**config.mk**
```make
export PLATFORM = sky130hd
export DESIGN_NAME = synth_step_sequencer
export DESIGN_NICKNAME = d
export VERILOG_FILES = /design/src/rtl/synth_step_sequencer.sv
export SDC_FILE = /design/constraint.sdc
export NUM_CORES = 1
export LEC_CHECK = 0
export CAP_MARGIN = 20
export CORE_MARGIN = 2
export CORE_UTILIZATION = 45
export DETAILED_ROUTE_END_ITERATION = 8
export SLEW_MARGIN = 40
export SYNTH_ARGS = -nofsm -noshare
export SYNTH_HDL_FRONTEND = slang
export SYNTH_SLANG_ARGS = --single-unit
```
**constraint.sdc**
```tcl
create_clock -name wb_clk_i -period 6.74 [get_ports wb_clk_i]
set_clock_uncertainty 0.1 [all_clocks]
set_input_delay 2.022 -clock wb_clk_i [delete_from_list [all_inputs] [get_ports wb_clk_i]]
set_output_delay 2.022 -clock wb_clk_i [all_outputs]
set_load 0.02 [all_outputs]
```
**src/rtl/synth_step_sequencer.sv**
```systemverilog
// Autonomous step sequencer: plays {gate, divisor} steps from a small pattern
// memory, producing the voice pitch divisor and envelope trigger per step.
module synth_step_sequencer #(
  parameter int STEPS      = 16,
  parameter int GATE_SHIFT = 8,
  localparam int AW        = $clog2(STEPS)
) (
  input  logic          wb_clk_i,
  input  logic          wb_rst_i,
  input  logic          step_we,
  input  logic [AW-1:0] step_addr,
  input  logic [31:0]   step_divisor,
  input  logic [7:0]    step_gate,
  input  logic          run,
  input  logic          oneshot,
  input  logic [26:0]   step_period,
  input  logic [AW-1:0] last_step,
  output logic [31:0]   divisor,
  output logic          trigger,
  output logic [AW-1:0] step_idx,
  output logic          busy,
  output logic          step_pulse,
  output logic          done
);

  localparam int GW = 8 + GATE_SHIFT;

  typedef enum logic [1:0] {IDLE, PLAY, STOP} state_t;

  logic [39:0]   mem [STEPS];

  state_t        state_q, state_d;
  logic          run_prev_q;
  logic [AW-1:0] idx_q, idx_d;
  logic [26:0]   cnt_q, cnt_d;
  logic [26:0]   per_q, per_d;
  logic [GW-1:0] gate_q, gate_d;
  logic [AW-1:0] last_q, last_d;
  logic [31:0]   div_q, div_d;
  logic          trig_q, trig_d;
  logic          busy_q, busy_d;
  logic          pulse_q, pulse_d;
  logic          done_q, done_d;

  logic          load_en;
  logic [AW-1:0] load_idx;
  logic [39:0]   rd;
  logic [27:0]   cnt_nx;

  // Pattern memory write port; reads below see the pre-write contents.
  always_ff @(posedge wb_clk_i) begin
    if (step_we) mem[step_addr] <= {step_gate, step_divisor};
  end

  // Next-state: step timing, advance/wrap/stop decisions and step loading.
  always_comb begin
    state_d  = state_q;
    idx_d    = idx_q;
    cnt_d    = cnt_q;
    per_d    = per_q;
    gate_d   = gate_q;
    last_d   = last_q;
    div_d    = div_q;
    trig_d   = 1'b0;
    busy_d   = busy_q;
    pulse_d  = 1'b0;
    done_d   = 1'b0;
    load_en  = 1'b0;
    load_idx = idx_q;
    cnt_nx   = {1'b0, cnt_q} + 28'd1;

    case (state_q)
      IDLE: begin
        busy_d = 1'b0;
        if (run && !run_prev_q) begin
          load_en  = 1'b1;
          load_idx = '0;
        end
      end
      PLAY: begin
        if (!run) begin
          // Abort: drop the gate immediately, keep the last pitch.
          state_d = IDLE;
          idx_d   = '0;
          busy_d  = 1'b0;
        end else if (cnt_q == per_q - 27'd1) begin
          if (idx_q != last_q) begin
            load_en  = 1'b1;
            load_idx = idx_q + AW'(1);
          end else if (!oneshot) begin
            load_en  = 1'b1;
            load_idx = '0;
          end else begin
            state_d = STOP;
            done_d  = 1'b1;
            busy_d  = 1'b0;
            idx_d   = '0;
          end
        end else begin
          cnt_d  = cnt_nx[26:0];
          // Gate is held for min(G, P-1) cycles so the step's last cycle is low.
          trig_d = (cnt_nx < 28'(gate_q)) && (cnt_nx < ({1'b0, per_q} - 28'd1));
        end
      end
      STOP: state_d = IDLE;
      default: state_d = IDLE;
    endcase

    rd = mem[load_idx];
    if (load_en) begin
      state_d = PLAY;
      idx_d   = load_idx;
      cnt_d   = '0;
      div_d   = rd[31:0];
      gate_d  = GW'(rd[39:32]) << GATE_SHIFT;
      per_d   = (step_period < 27'd2) ? 27'd2 : step_period;
      last_d  = last_step;
      pulse_d = 1'b1;
      trig_d  = (rd[39:32] != 8'd0);
      busy_d  = 1'b1;
    end
  end

  // State and registered outputs; reset clears control and visible outputs.
  always_ff @(posedge wb_clk_i) begin
    if (wb_rst_i) begin
      state_q    <= IDLE;
      run_prev_q <= 1'b0;
      idx_q      <= '0;
      cnt_q      <= '0;
      div_q      <= '0;
      trig_q     <= 1'b0;
      busy_q     <= 1'b0;
      pulse_q    <= 1'b0;
      done_q     <= 1'b0;
    end else begin
      state_q    <= state_d;
      run_prev_q <= run;
      idx_q      <= idx_d;
      cnt_q      <= cnt_d;
      div_q      <= div_d;
      trig_q     <= trig_d;
      busy_q     <= busy_d;
      pulse_q    <= pulse_d;
      done_q     <= done_d;
    end
    per_q  <= per_d;
    gate_q <= gate_d;
    last_q <= last_d;
  end

  assign divisor    = div_q;
  assign trigger    = trig_q;
  assign step_idx   = idx_q;
  assign busy       = busy_q;
  assign step_pulse = pulse_q;
  assign done       = done_q;

endmodule

```
Word-level counts from Yosys, hierarchy flattened --
Memories as Yosys holds them, arrays and structs flattened. Cells that the tools add are included.
Operators by class: add/subtract/negate cells 4, multipliers 0, divide/modulo/power cells 0, magnitude comparators 3, equality and inequality tests 13, shifts and indexed selects 0, multiplexer cells 38, bitwise logic cells 4, reductions and logical operators 14
Operators with widths (number):
- 4-bit 2-to-1 mux | 11
- 27-bit by 1-bit adder with 28-bit output (second input constant) | 1
- 28-bit by 16-bit less-than comparator with 1-bit output | 1
- 28-bit less-than comparator | 1
- 27-bit by 1-bit subtractor with 28-bit output (second input constant) | 1
- 27-bit == test | 1
- 27-bit by 2-bit less-than comparator with 1-bit output (second input constant) | 1
- 27-bit by 1-bit subtractor with 27-bit output (second input constant) | 1
- 1-bit 2-to-1 mux | 19
- 4-bit AND reduction | 4
- 3-bit inequality test (second input constant) | 4
- 4-bit inequality test (second input constant) | 3
- 2-bit 2-to-1 mux | 4
- 4-bit one-hot mux with 2 select lines | 1
- 8-bit nonzero test | 1
- 3-bit by 1-bit inequality test with 1-bit output (second input constant) | 2
- 5-bit OR reduction | 1
- 4-bit by 1-bit adder with 4-bit output (second input constant) | 1
- 4-bit inequality test | 1
- 1-bit NOT | 4
- 1-bit one-hot mux with 2 select lines | 2
- 2-bit one-hot mux with 2 select lines | 1
- 3-bit AND reduction | 1
- 3-bit nonzero test | 1
- other kinds (7) | 8
Word-level totals: register bits after elaboration 109, bits in latches 0, memory bits (writable) 640, memory bits (read-only) 0, memories 1
Memories:
- mem | words 16, bits a word 40, rd ports 1, clocked after Yosys merged registers in 0, wr ports 1, RTL line 30 | logic [39:0] mem [STEPS];

Longest topological paths before layout --
Gate-level depths: netlist of run 1. An unclocked memory read counts as a cell.
depth after elaboration 8, mapped depth 21, depth with buffers taken out 20

Worst setup path before layout of run 1 --
Ideal clock, no wire load.
kind input port to flip-flop, from input step_addr[2], to memory mem[0][0], enable pin, library setup time 0.487 ns, arrival time 5.277 ns, required time 6.153 ns, path slack 0.876 ns, stages 2, buffers on the path 0, cell sequence or3b_2 > nor3_1
RTL lines:
- start: declaration | RTL line 11 | input logic [AW-1:0] step_addr,
- end: declaration | RTL line 30
No word-level cell before the write port.

Worst setup path in the final report of run 1 --
from register per_q[0], to register trig_q, in the netlist trigger
On the way: word-level cells in the longest chain between the ends 8, elaborated cells on any way between the ends 17, those cells by class add/sub: 2; order compare: 1; eq/ne: 1; mux: 10; reduce/logical: 2; memory: 1
Ends and longest elaborated chain:
- start: declaration | RTL line 36 | logic [26:0] per_q, per_d;
- start signal: assignment | RTL line 147 | per_q <= per_d;
- 27-bit by 1-bit subtractor with 27-bit output | RTL line 86 | end else if (cnt_q == per_q - 27'd1) begin
- 27-bit == test | RTL line 86
- 4-bit 2-to-1 mux | RTL line 86
- 4-bit 2-to-1 mux | RTL line 81 | if (!run) begin
- 4-bit one-hot mux with 2 select lines | RTL line 72 | case (state_q)
- memory 16 x 40 bit
- via rd[36] | RTL line 47 | logic [39:0] rd;
- 8-bit nonzero test | RTL line 119 | trig_d = (rd[39:32] != 8'd0);
- 1-bit 2-to-1 mux | RTL line 110 | if (load_en) begin
- end signal: assignment | RTL line 142 | trig_q <= trig_d;
- end: declaration | RTL line 40 | logic trig_q, trig_d;
The timed path passes the listed nets, and every way through them passes these cells. A chain may end at the register's enable or synchronous reset.

==> qor.txt, run 1 <==
Outcome: complete, no violations
Worst R2R Start: per_q[0]$_SDFFCE_PN0P_
First-pass GRT wire length: 127000 µm
Worst Path Class, Setup: flop to flop
Layout Nets: 2631
CP startpoint: per_q[0]$_SDFFCE_PN0P_
Final wirelength: 83000 µm
Placed Cells: 3381
Peak supply drop: 0.209 mV
Count of cell types in the netlist: 76
Finished Core Util: 52.2%
Setup violators final: 0
Overall Power: 9.91 mW
DIE WIDTH: 271 µm
Clk_lat worst skew: 630 ps
Final instance area: 37100 µm²
Layout cells sized above 1: 9.27%
Synth-to-Final Area Change: 15.3%
CP Data Required Time: 7140 ps
Vias in the first global route: 20484
Initial antenna violation count: 5
Sequential share of the synthesized area: 67.7%
Synthesized instance count: 2448
Final ANT Viol Nets: 0
Top-area cell type share of the netlist area: 63.3%
Fill count: 5975
Clock slew at reported path FFs: 60 ps
TNS Setup: 0 ps
Static Leak: 12.2 nW
RSZ-0062 raised after global routing: false
Wire per inst: 23.5 µm
CTS root buf: clkbuf_16
Worst hold start: divisor[9]$_SDFFE_PP0P_
Relative slew margins: 43.9%
Final cell count without fillers: 3528
Die Y: 271 µm
Iter 0 DRT Violations: 1791
Fmax: 0.162 GHz
Ys flop type: edfxtp_1
Final setup margin: 569 ps
Post-CTS Hold Buffers: 0
Leading cell type in the layout, fill and taps excluded: edfxtp_1
Post-CTS Setup Inserts: 0
FFs w/ async S/R, synth: 0%
DP Area: 34500 µm²
MaxCap Viol Count: 0
WP data arrival: 6570 ps
Largest net degree at the start of global routing: 92
Iteration count of the initial detailed-routing pass: 5
Synth warnings: 0
CTS tree: done
WHS: 357 ps
Commonest cells after routing, fill and taps aside: edfxtp_1 (679), nand2_1 (397), a211oi_1 (131), and2_1 (131), a311oi_1 (128)
Crit path capture type: flop
Ports: 120
Crit path launch type: flop
Setup WS pre-CTS: 555 ps
Initial Utilization: 45.3%
Post-cts sizing count: 0
CORE AREA: 71100 µm²
Die ar.: 73700 µm²
#FFs+latches synth: 749
CTS H-tree depth: 3
Tcrit/Tclk final: 91.6%
Syn avg cell area: 13.1 µm²
Num CTS Buffers: 79
Net Count, Synth: 2566
Clock sink total: 749
Hpwl dp: 48700 µm
Synth Cell Area: 32200 µm²
Routed vias/inst: 5.84
GP Congestion: 0.925
Port bufs: 119
Yosys top cell by area: edfxtp_1
Largest cells by area after synthesis: edfxtp_1 (63%), nand2_1 (4.6%), dfxtp_1 (4.4%)
Clock Tree Buf Depth: 3
Vias: 20618
GRT overflow: 0
Rows: 98
DR DRC count: 0
Total GRT Usage: 22.6%
CP max FO: 25
Power Density: 267 nW/µm²
Final Hold Viols: 0
Max-slew violations: 0
Min Tclk post-route: 6170 ps
Worst-Margin Slew: 842 ps
Worst Hold Class: flop to flop
Number of synthesized flops with an enable pin: 679
-- report_power, final --
group / internal, mW / switching (mW) / leakage (nW)
sequential: 5.18 / 0.0522 / 6.72
clock: 2.53 / 1.77 / 1.25
combinational: 0.133 / 0.244 / 4.21
-- final timing paths --
check                       endpoint  cells past startpoint  slack, ps
min          divisor[9]$_SDFFE_PP0P_                      2        360
max               trigger$_SDFF_PP0_                     17        570
max reg2reg       trigger$_SDFF_PP0_                     17        570
min reg2reg  divisor[9]$_SDFFE_PP0P_                      2        360
-- worst max-delay path, stage by stage (launching register included) --
cell and delay (ps):
edfxtp_1 440, inv_1 110, ha_1 290, nor4b_1 270, buf_4 180, nand4_1 310, o311a_1 420, a2111oi_0 380
o211ai_1 240, or4_4 510, or3_4 450, o22a_4 410, nor3_2 690, a32oi_1 160, o21ai_0 150, nor3_1 110
or4_1 520, o31a_1 300
-- metal layers --
metal  vias to the layer above  part of all wire, %  global-route usage [%]
met2                       635                   48                    36.8
met5                         -                0.067                       0
met3                       148                  5.8                    4.02
met1                     10406                   44                    31.1
li1                       9421                    -                       -
met4                         8                  2.4                    6.33
-- synthesized netlist by cell type (20+ instances only) --
cell type  count
edfxtp_1     679
nand2_1      397
a211oi_1     131
and2_1       131
a311oi_1     128
clkbuf_1     126
nor2_1        81
dfxtp_1       70
xor2_1        59
a21oi_1       54
buf_2         45
or3_1         42
xnor2_1       40
ha_1          38
nand3_1       33
o311ai_0      32
nor3_1        31
mux2i_1       25
o21ai_0       23
inv_1         20
nor4_1        20
-- logic make-up after synthesis --
family	count (synthesis)	synth area share [%]
xor+xnor	102	2.91
flops	749	67.7
mux	39	1.27
simple gates	849	13.0
buf+inv	217	2.88
fa+ha+maj	38	1.48
compound gates	454	10.8
-- layout make-up --
type,count,area [µm²],share of cell area [%]
sequential,749,21800,58.7
multi-input combinational,1482,9660,26.0
clock buffer,121,2270,6.12
timing repair buffer,181,1830,4.92
tap,950,1190,3.20
clock inverter,24,314,0.846
inverter,20,76.3,0.206
antenna,1,2.50,0.00674
-- registers in the layout, summed over array words and instances (netlist names) --
name / count
run_prev_q: 1
done: 1
cnt_q: 27
gate_q: 8
per_q: 27
state_q: 2
last_q: 4
busy: 1
mem: 640
trigger: 1
divisor: 32
step_idx: 4
step_pulse: 1
Note: power is estimated with default switching activity, not from simulation.
==> inputs of run 2 (changes only) <==
- CTS_CLUSTER_DIAMETER: default -> 200
==> results of run 2 <==
No change in the layout: final DEF, timing and power equal those of run 1.
